### src/rtl/life_pkg.sv
// Shared board geometry, FSM state type and small helpers for the Game-of-Life engine.
package life_pkg;

  localparam int GRID_W = 16;
  localparam int GRID_H = 16;
  localparam int CELLS  = GRID_W * GRID_H;
  localparam int IDX_W  = $clog2(CELLS);
  localparam int CNT_W  = $clog2(CELLS + 1);

  typedef enum logic [1:0] {
    IDLE,
    COMPUTE,
    SWAP
  } state_t;

  function automatic int idx_to_x(input logic [IDX_W-1:0] idx);
    return int'(idx) % GRID_W;
  endfunction

  function automatic int idx_to_y(input logic [IDX_W-1:0] idx);
    return int'(idx) / GRID_W;
  endfunction

  function automatic logic [CNT_W-1:0] popcount(input logic [CELLS-1:0] board);
    logic [CNT_W-1:0] c;
    c = '0;
    for (int i = 0; i < CELLS; i++) begin
      c = c + CNT_W'(board[IDX_W'(i)]);
    end
    return c;
  endfunction

endpackage

### src/rtl/life_engine_if.sv
// Control and display-read bundle between the frame timing / VGA stage and the life engine.
interface life_engine_if;
  import life_pkg::*;

  // frame_tick, step and seed_load are single-cycle pulses sampled on the rising clk
  // edge; there is no back-pressure, the engine always accepts them (frame_tick is
  // simply dropped while busy). rd_idx -> rd_cell is a same-cycle combinational read.
  logic                 frame_tick;
  logic                 pause;
  logic                 step;
  logic                 seed_load;
  logic [IDX_W-1:0]     rd_idx;
  logic                 rd_cell;
  logic                 busy;
  logic                 gen_done;
  logic [15:0]          gen_count;
  logic [CNT_W-1:0]     live_count;
  state_t               state;

  modport master (
    output frame_tick, pause, step, seed_load, rd_idx,
    input  rd_cell, busy, gen_done, gen_count, live_count, state
  );

  modport slave (
    input  frame_tick, pause, step, seed_load, rd_idx,
    output rd_cell, busy, gen_done, gen_count, live_count, state
  );

endinterface

### src/rtl/life_neighbour_count.sv
// Counts live neighbours of one cell; cells beyond the board edge are treated as dead.
module life_neighbour_count
  import life_pkg::*;
(
  input  logic [CELLS-1:0] board_i,
  input  logic [IDX_W-1:0] idx_i,
  output logic [3:0]       count_o
);

  int cx;
  int cy;

  always_comb begin
    count_o = '0;
    cx      = idx_to_x(idx_i);
    cy      = idx_to_y(idx_i);
    for (int dy = -1; dy <= 1; dy++) begin
      for (int dx = -1; dx <= 1; dx++) begin
        // No wrap-around: off-board positions contribute nothing.
        if ((dx != 0 || dy != 0) &&
            (cx + dx >= 0) && (cx + dx < GRID_W) &&
            (cy + dy >= 0) && (cy + dy < GRID_H)) begin
          count_o = count_o + 4'(board_i[IDX_W'((cy + dy) * GRID_W + cx + dx)]);
        end
      end
    end
  end

endmodule

### src/rtl/life_engine.sv
// Game-of-Life generation engine: sequential one-cell-per-clock update during vblank,
// atomic board swap, zero-latency display read port.
module life_engine
  import life_pkg::*;
#(
  parameter int               GEN_FRAMES = 60,
  parameter logic [CELLS-1:0] SEED       = '0
) (
  input  logic   clk,
  input  logic   reset,
  life_engine_if.slave bus
);

  localparam logic [CNT_W-1:0] SEED_POP   = popcount(SEED);
  localparam logic [5:0]       LAST_FRAME = 6'(GEN_FRAMES - 1);

  state_t           state_q;
  logic [CELLS-1:0] cur_q;
  logic [CELLS-1:0] nxt_q;
  logic [IDX_W-1:0] idx_q;
  logic [5:0]       frame_cnt_q;
  logic             step_pending_q;
  logic [CNT_W-1:0] acc_q;
  logic [CNT_W-1:0] live_count_q;
  logic [15:0]      gen_count_q;
  logic             gen_done_q;

  logic [3:0]       n_count;
  logic             new_cell_d;
  logic             start_gen_d;

  life_neighbour_count u_nbr (
    .board_i (cur_q),
    .idx_i   (idx_q),
    .count_o (n_count)
  );

  assign new_cell_d  = (n_count == 4'd3) | (cur_q[idx_q] & (n_count == 4'd2));
  assign start_gen_d = (state_q == IDLE) && bus.frame_tick &&
                       (bus.pause ? step_pending_q : (frame_cnt_q == LAST_FRAME));

  always_ff @(posedge clk) begin
    if (reset) begin
      state_q        <= IDLE;
      cur_q          <= SEED;
      nxt_q          <= '0;
      idx_q          <= '0;
      frame_cnt_q    <= '0;
      step_pending_q <= 1'b0;
      acc_q          <= '0;
      live_count_q   <= SEED_POP;
      gen_count_q    <= '0;
      gen_done_q     <= 1'b0;
    end else if (bus.seed_load) begin
      // Aborts any generation in flight; the work buffer is simply left stale.
      state_q        <= IDLE;
      cur_q          <= SEED;
      idx_q          <= '0;
      frame_cnt_q    <= '0;
      step_pending_q <= 1'b0;
      acc_q          <= '0;
      live_count_q   <= SEED_POP;
      gen_count_q    <= '0;
      gen_done_q     <= 1'b0;
    end else begin
      gen_done_q <= 1'b0;
      if (bus.step) begin
        step_pending_q <= 1'b1;
      end
      case (state_q)
        IDLE: begin
          if (bus.frame_tick && !bus.pause) begin
            frame_cnt_q <= (frame_cnt_q == LAST_FRAME) ? 6'd0 : frame_cnt_q + 6'd1;
          end
          if (start_gen_d) begin
            state_q        <= COMPUTE;
            idx_q          <= '0;
            acc_q          <= '0;
            step_pending_q <= 1'b0;
          end
        end
        COMPUTE: begin
          nxt_q[idx_q] <= new_cell_d;
          acc_q        <= acc_q + CNT_W'(new_cell_d);
          idx_q        <= idx_q + 1'b1;
          if (idx_q == IDX_W'(CELLS - 1)) begin
            state_q <= SWAP;
          end
        end
        SWAP: begin
          cur_q        <= nxt_q;
          live_count_q <= acc_q;
          gen_count_q  <= gen_count_q + 16'd1;
          gen_done_q   <= 1'b1;
          state_q      <= IDLE;
        end
        default: state_q <= IDLE;
      endcase
    end
  end

  assign bus.rd_cell    = (int'(bus.rd_idx) < CELLS) ? cur_q[bus.rd_idx] : 1'b0;
  assign bus.busy       = (state_q != IDLE);
  assign bus.gen_done   = gen_done_q;
  assign bus.gen_count  = gen_count_q;
  assign bus.live_count = live_count_q;
  assign bus.state      = state_q;

endmodule

### src/flat_wrapper.sv
// flat-port wrapper written by rule: the top's interface ports become plain ports
module life_engine_flat import life_pkg::*;
#(
  parameter int               GEN_FRAMES = 60,
  parameter logic [CELLS-1:0] SEED       = '0
)
  (clk, reset, bus_frame_tick, bus_pause, bus_step, bus_seed_load, bus_rd_idx, bus_rd_cell, bus_busy, bus_gen_done, bus_gen_count, bus_live_count, bus_state);
  life_engine_if bus_i ();
  input  logic clk;
  input  logic reset;
  input wire logic [$bits(bus_i.frame_tick)-1:0] bus_frame_tick;
  input wire logic [$bits(bus_i.pause)-1:0] bus_pause;
  input wire logic [$bits(bus_i.step)-1:0] bus_step;
  input wire logic [$bits(bus_i.seed_load)-1:0] bus_seed_load;
  input wire logic [$bits(bus_i.rd_idx)-1:0] bus_rd_idx;
  output wire logic [$bits(bus_i.rd_cell)-1:0] bus_rd_cell;
  output wire logic [$bits(bus_i.busy)-1:0] bus_busy;
  output wire logic [$bits(bus_i.gen_done)-1:0] bus_gen_done;
  output wire logic [$bits(bus_i.gen_count)-1:0] bus_gen_count;
  output wire logic [$bits(bus_i.live_count)-1:0] bus_live_count;
  output wire logic [$bits(bus_i.state)-1:0] bus_state;
  assign bus_i.frame_tick = bus_frame_tick;
  assign bus_i.pause = bus_pause;
  assign bus_i.step = bus_step;
  assign bus_i.seed_load = bus_seed_load;
  assign bus_i.rd_idx = bus_rd_idx;
  assign bus_rd_cell = bus_i.rd_cell;
  assign bus_busy = bus_i.busy;
  assign bus_gen_done = bus_i.gen_done;
  assign bus_gen_count = bus_i.gen_count;
  assign bus_live_count = bus_i.live_count;
  assign bus_state = bus_i.state;
  life_engine #(.GEN_FRAMES(GEN_FRAMES), .SEED(SEED)) u_core (.clk(clk), .reset(reset), .bus(bus_i));
endmodule
### config.mk
export PLATFORM = sky130hd
export DESIGN_NAME = life_engine_flat
export DESIGN_NICKNAME = d
export VERILOG_FILES = /design/src/rtl/life_pkg.sv /design/src/rtl/life_engine_if.sv /design/src/rtl/life_neighbour_count.sv /design/src/rtl/life_engine.sv /design/src/flat_wrapper.sv
export SDC_FILE = /design/constraint.sdc
export NUM_CORES = 1
export LEC_CHECK = 0
export CAP_MARGIN = 20
export CORE_ASPECT_RATIO = 0.7
export CORE_MARGIN = 5
export CORE_UTILIZATION = 30
export CTS_CLUSTER_DIAMETER = 40
export DETAILED_ROUTE_END_ITERATION = 7
export GPL_ROUTABILITY_DRIVEN = 0
export PLACE_DENSITY_LB_ADDON = 0.1
export SYNTH_ARGS = -nofsm -noshare
export SYNTH_HDL_FRONTEND = slang
export SYNTH_SLANG_ARGS = --single-unit
### constraint.sdc
create_clock -name clk -period 23.7 [get_ports clk]
set_clock_uncertainty 0.05 [all_clocks]
set_input_delay 2.37 -clock clk [delete_from_list [all_inputs] [get_ports clk]]
set_output_delay 2.37 -clock clk [all_outputs]
set_load 0.005 [all_outputs]
==> impl_metrics.csv, run 1 <==
group,metric,value,unit
outcome,status,"finished with violations",
outcome,violations,"max-slew violations",
setup_path,cp_data_required_time,24.16,ns
pwr,seq_power_share,39.8,%
setup_path,critPathMostFrequentCell,"ha_1",
timing,worstMarginPinSlew,1.834,ns
route,drc_errors,0,
floorplan,rows,103,
clocking,postCtsHoldBufs,0,
synth,synth_ff_type,"dfxtp_1",
timing,relSlewSlack,-22.26,%
grt,first_global_vias,26940,
clocking,clock_latency,0.69,ns
pwr,p_sw_share,23.44,%
floorplan,coreArea,112600,um2
route,routedWlPerCell,26.89,um
pwr,powerDensity,61.92,nW/um2
setup_path,crit_fanout,58,
timing,drv_slew,79,
setup_path,crit_type,"reg2reg",
route,via_count,27980,
clocking,numCtsBuffers,89,
place,dpl_cell_area,35470,um2
pwr,p_sw,0.5603,mW
cells_and_area,nFillCells,11360,
floorplan,start_util,30.15,%
clocking,cts_tree,"done",
grt,antenna_found_initial,5,
grt,grt_use_met2,30.14,%
cells_and_area,regArea,11390,um2
timing,finalCritPeriodShare,51.33,%
timing,fmax,0.08220,GHz
timing,setup_slack,11.53,ns
grt,overflow,0,
cells_and_area,area.growth.synth_to_final,13.67,%
cells_and_area,multi_input_area,21050,um2
pwr,ir_drop,0.06346,mV
timing,fin_crit,12.17,ns
place,pre_cts_ws,11.73,ns
grt,met1_usage,30.58,%
synth,synthesis.nets,3422,
floorplan,io_pins,44,
grt,grt_pass1_wl,190400,um
pwr,comb_power_share,2.4,%
clocking,cts.htree.levels,3,
setup_path,crit_buf_inv,5,
synth,netlist_area,33960,um2
synth,netlist_instances,3379,
grt,grt_max_degree,186,
clocking,ctsResizeCount,0,
timing,finalHoldViolCount,0,
place,place_inst,4658,
clocking,cts_setup_buffers,0,
synth,ys_seq_area_share,33.51,%
floorplan,die_w,412.2,um
synth,synth_seq_cells,564,
floorplan,die_y,291.5,um
cells_and_area,final_nets,3270,
floorplan,fp.dieArea,120100,um2
timing,setup_viol,0,
cells_and_area,fin_cells,4828,
grt,grt_use_met3,6.087,%
grt,busiest_layer,"met1",
route,drt_pass1_iterations,6,
pwr,p_int,1.830,mW
setup_path,cp-start-kind,"register",
setup_path,cpPeakStageDelay,0.87,ns
setup_path,end_kind,"register",
setup_path,cp.arrival,12.63,ns
route,via_per_inst,5.795,
place,hpwl,82140,um
cells_and_area,drive_gt1_share,23.69,%
clocking,cts_root_buf,"clkbuf_16",
place,numPortBuffers,43,
run,drv_cap,0,
route,drt_iter0_drc,3104,
synth,syn_area_per_cell,10.05,um2
clocking,clk_pin_slew_worst_paths,0.06,ns
grt,grt_usage,21.12,%
pwr,p_leak,12.45,nW
clocking,cts.sinks,564,
synth,synth_edf_count,9,
route,routed_wl,129800,um
setup_path,critPathTopFamily,"buffers and inverters",
synth,synthArstFlopShare,0,%
pwr,power_frac_clock,57.8,%
setup_path,slowest_stage,"dfxtp_4",
clocking,cts_buffer_depth,3,
synth,ys.warnings.count,0,
timing,rsz0062_at_grt,"false",
cells_and_area,stdcell_area,38610,um2
timing,tns,0,ns
synth,ys_types,67,
route,drtAntennaViolNets,0,
hold_path,hold_class,"reg2reg",
[final cells by class]
cell class              count  share of cell area [%]
clock inverters            56                   1.909
well taps                1522                   4.932
repair buffers            112                   2.803
diodes                      5                 0.03241
inverters                  10                 0.09722
multi-input cells        2450                   54.53
flip-flops and latches    564                   29.50
clock buffers             109                   6.200
[final timing paths]
| kind | startpoint | to | slack (ns) | depth (start not counted) |
|---|---|---|---|---|
| worst max register to register | u_core.idx_q[1]$_SDFFE_PP0P_ | u_core.nxt_q[227]$_SDFFE_PP0P_ | 11.53 | 33 |
| worst min register to register | u_core.nxt_q[186]$_SDFFE_PP0P_ | u_core.cur_q[186]$_SDFFE_PP0P_ | 0.39 | 2 |
| worst min-delay path | u_core.nxt_q[186]$_SDFFE_PP0P_ | u_core.cur_q[186]$_SDFFE_PP0P_ | 0.39 | 2 |
| worst max-delay path | u_core.idx_q[1]$_SDFFE_PP0P_ | u_core.nxt_q[227]$_SDFFE_PP0P_ | 11.53 | 33 |
[sequential cells by signal, summed over array words and instances, names as in the netlist]
name / count
u_core.nxt_q: 256
u_core.step_pending_q: 1
u_core.bus.gen_count: 16
u_core.bus.state: 2
u_core.bus.live_count: 9
u_core.frame_cnt_q: 6
u_core.bus.gen_done: 1
u_core.acc_q: 9
u_core.cur_q: 256
u_core.idx_q: 8
[per-layer routing]
layer  wire length [um]  vias up
met3              11240      197
met5                241        -
li1                   -    12280
met2              54350     1095
met1              59910    14400
met4               4074        4
[Yosys cell counts (all sizes together) (2+ instances only)]
library cell | n | share of area [%]
nor2b | 19 | 0.35
o21ai | 18 | 0.31
a211oi | 15 | 0.35
nor4b | 4 | 0.10
o31ai | 2 | 0.044
mux2 | 6 | 0.20
a211o | 4 | 0.10
xor2 | 29 | 0.80
clkbuf | 224 | 2.5
o21a | 2 | 0.044
nor3 | 11 | 0.16
dfxtp | 555 | 33
a22oi | 23 | 0.51
and2 | 17 | 0.31
nand2b | 5 | 0.092
ha | 29 | 1.1
nor4 | 4 | 0.074
a311oi | 2 | 0.052
a21oi | 289 | 4.3
mux2i | 119 | 3.5
nor3b | 2 | 0.044
nand2 | 852 | 9.4
nor2 | 87 | 0.97
a31oi | 7 | 0.13
buf | 131 | 2.4
nand3 | 27 | 0.40
nand3b | 257 | 5.7
o41ai | 256 | 11
xnor2 | 25 | 0.64
a21o | 3 | 0.066
edfxtp | 9 | 0.80
and3 | 13 | 0.24
inv | 9 | 0.099
or2 | 3 | 0.055
mux4 | 295 | 20
nand4 | 9 | 0.17
[power by group through the flow]
stage                     Clock (mW)  Combinational, mW  Sequential (mW)
after floorplan                    0             0.0405            0.972
after global placement             0             0.0577            0.972
after detailed placement           0             0.0583            0.972
after CTS                       1.41             0.0583            0.952
after global routing            1.46             0.0611            0.952
final                           1.38             0.0577            0.952
[worst register-to-register path, delay by kind of cell, from the launching register on]
kind	cells	cell delay [ns]
compound gates	4	1.04
xor+xnor	3	0.64
fa+ha+maj	8	2.66
buf+inv	5	3.48
flops	1	0.87
mux	8	2.37
simple gates	5	0.90
[placed cells by master (no fill, tap or decap), drive strengths merged, types with 25 or more instances in the layout]
cell and instances:
a21oi 289, o41ai 256, mux2i 119, buf 72
nand2 852, clkdlybuf4s50 40, dfxtp 555, xnor2 25
mux4 295, nor2 87, nand3 27, clkbuf 109
xor2 29, ha 29, nand3b 257
[metrics by stage]
stage / util, % / power (mW) / hold slack [ns]
global route: 34.27 / 2.471 / 0.4104
global placement: 31.38 / 1.030 / 0.3874
CTS: 34.27 / 2.422 / 0.3890
floorplan: - / 1.013 / 0.3780
finish: 34.28 / 2.391 / 0.3862
detailed placement: 31.49 / 1.031 / 0.3924
[logic make-up after synthesis]
family	after synthesis	synth area share (%)
AO/OA/AOI/OAI	635	17.57
XOR/XNOR	54	1.448
adder cells (fa/ha/maj)	29	1.068
buffers and inverters	365	4.992
flip-flops	564	33.51
multiplexers	420	23.30
AND/OR/NAND/NOR	1312	18.11
No activity file was read; power rests on OpenSTA's default activity.
==> run 2, diff against run 1 <==
==> constraint.sdc (replaced) <==
create_clock -name clk -period 10.2 [get_ports clk]
set_clock_uncertainty 0.05 [all_clocks]
set_input_delay 1.02 -clock clk [delete_from_list [all_inputs] [get_ports clk]]
set_output_delay 1.02 -clock clk [all_outputs]
set_load 0.005 [all_outputs]
==> run 2 against run 1 <==
Effect of this change: largest power group unchanged; the run now ends clean; setup slack got worse by 11 ns; combinational power rose by 140%; critical endpoint is now u_core.nxt_q[149]$_SDFFE_PP0P_; flip-flop and latch count unchanged.
==> impl_metrics.csv, run 2 (synthesis gave the netlist of run 1 again) <==
group,metric,value,unit
timing,tns,0,ns
floorplan,start_util,30.15,%
route,drt_pass1_iterations,6,
pwr,ir_drop,0.1208,mV
clocking,numCtsBuffers,88,
route,routed_wl,130900,um
cells_and_area,regArea,11390,um2
grt,antenna_found_initial,7,
timing,relSlewSlack,1.638,%
grt,overflow,0,
setup_path,end_kind,"register",
grt,grt_max_degree,146,
timing,worstMarginPinSlew,1.475,ns
clocking,clock_latency,0.69,ns
timing,fin_crit,9.310,ns
grt,grt_pass1_wl,193500,um
place,numPortBuffers,43,
pwr,p_leak,12.50,nW
run,drv_cap,0,
timing,finalHoldViolCount,0,
setup_path,crit_type,"reg2reg",
timing,finalCritPeriodShare,91.27,%
hold_path,hold_class,"reg2reg",
cells_and_area,drive_gt1_share,24.00,%
setup_path,cp.arrival,9.76,ns
clocking,clk_pin_slew_worst_paths,0.05,ns
pwr,power.total,5.473,mW
setup_path,slowest_stage,"buf_12",
clocking,cts_root_buf,"clkbuf_16",
clocking,cts_setup_buffers,0,
timing,setup_viol,0,
route,via_per_inst,5.811,
cells_and_area,area.growth.synth_to_final,13.89,%
clocking,postCtsHoldBufs,0,
grt,grt_usage,21.36,%
cells_and_area,final_nets,3282,
place,hpwl,83770,um
setup_path,cp-start-kind,"register",
route,via_count,28090,
route,drc_errors,0,
floorplan,io_pins,44,
floorplan,die_y,291.5,um
grt,met1_usage,32.55,%
cells_and_area,fin_cells,4834,
clocking,ctsResizeCount,0,
floorplan,coreArea,112600,um2
timing,fmax,0.1074,GHz
cells_and_area,final_common_cell,"nand2_1",
grt,busiest_layer,"met1",
setup_path,cp_data_required_time,10.65,ns
setup_path,crit_start,"u_core.idx_q[0]$_SDFFE_PP0P_",
clocking,cts_buffer_depth,3,
setup_path,crit_fanout,145,
cells_and_area,most-common-layout-cells,"nand2_1 (852), dfxtp_1 (552), mux4_2 (295), a21oi_1 (289), nand3b_1 (257)",
grt,grt_use_met2,30.26,%
pwr,powerDensity,141.5,nW/um2
grt,grt_use_met3,4.844,%
cells_and_area,nFillCells,11350,
clocking,cts.htree.levels,3,
timing,rsz0062_at_grt,"false",
setup_path,cpPeakStageDelay,0.64,ns
floorplan,fp.dieArea,120100,um2
floorplan,rows,103,
route,drt_iter0_drc,3056,
setup_path,r2r-start,"u_core.idx_q[0]$_SDFFE_PP0P_",
grt,first_global_vias,27050,
clocking,cts.sinks,564,
floorplan,die_w,412.2,um
cells_and_area,multi_input_area,21050,um2
setup_path,critPathMostFrequentCell,"ha_1",
outcome,status,"finished clean",
place,place_inst,4668,
route,routedWlPerCell,27.09,um
hold_path,hold_start,"u_core.nxt_q[20]$_SDFFE_PP0P_",
route,drtAntennaViolNets,0,
timing,drv_slew,0,
clocking,cts_tree,"done",
-- run 2: cell types whose count changed in the layout (fill, tap and decap cells not counted), moves of 3 or more --
cell        before  now
buf_12           5   13
buf_4           61   68
clkbuf_1        12    9
clkbuf_8         7   10
clkinv_8         0    3
clkinvlp_4      11    8
-- run 2: cell type report --
cell class	count	share of cell area (%)
well taps	1522	4.923
multi-input cells	2450	54.42
inverters	10	0.09704
clock inverters	53	1.685
repair buffers	125	3.280
flip-flops and latches	564	29.44
diodes	3	0.01941
clock buffers	107	6.136
-- run 2: worst paths after layout --
kind                                         end  slack (ns)  depth (start not counted)
setup / recovery  u_core.nxt_q[149]$_SDFFE_PP0P_        0.89                         33
hold / removal     u_core.cur_q[20]$_SDFFE_PP0P_        0.39                          2
setup reg to reg  u_core.nxt_q[149]$_SDFFE_PP0P_        0.89                         33
hold reg to reg    u_core.cur_q[20]$_SDFFE_PP0P_        0.39                          2
-- run 2: critical path, delay by kind of cell, from the launching register on --
family                     cells  cell delay, ns
AOI/OAI and AO/OA              7            1.89
adders and majority gates      8            2.39
buffers and inverters          4            1.04
DFF                            1            0.41
muxes                          8            2.21
and+or+nand+nor                6            0.68
-- run 2: layer usage --
metal	vias up	wire length, um	share of wire [%]
li1	12310	-	-
met1	14490	62820	48
met2	1125	54560	42
met3	166	10480	8.0
met4	0	3090	2.4
met5	-	0	0
-- run 2: power breakdown --
part	internal [mW]	total, mW	switching, mW	leakage (nW)
Clock	1.93	3.12	1.20	1.47
Sequential	2.21	2.21	0.000952	4.57
Combinational	0.0434	0.136	0.0928	6.46
Total	4.18	5.47	1.29	12.5
-- run 2: stage by stage --
step | worst slack [ns] | utilization [%] | hold slack (ns) | instance area [um2]
4_1_cts | 1.168 | 34.28 | 0.3916 | 38610
5_1_grt | 0.6788 | 34.34 | 0.4154 | 38670
3_5_place_dp | 1.209 | 31.59 | 0.3921 | 35590
6_report | 0.8904 | 34.34 | 0.3944 | 38680
2_1_floorplan | 1.067 | - | 0.3780 | 33960
3_3_place_gp | 1.107 | 31.57 | 0.3868 | 35560
==> run 3, diff against run 2 <==
--- a/config.mk
+++ b/config.mk
@@ -16,3 +16,4 @@
 export SYNTH_ARGS = -nofsm -noshare
 export SYNTH_HDL_FRONTEND = slang
 export SYNTH_SLANG_ARGS = --single-unit
+export TNS_END_PERCENT = 20
==> results of run 3 <==
The final DEF is identical to that of run 2; final timing and power are the same.
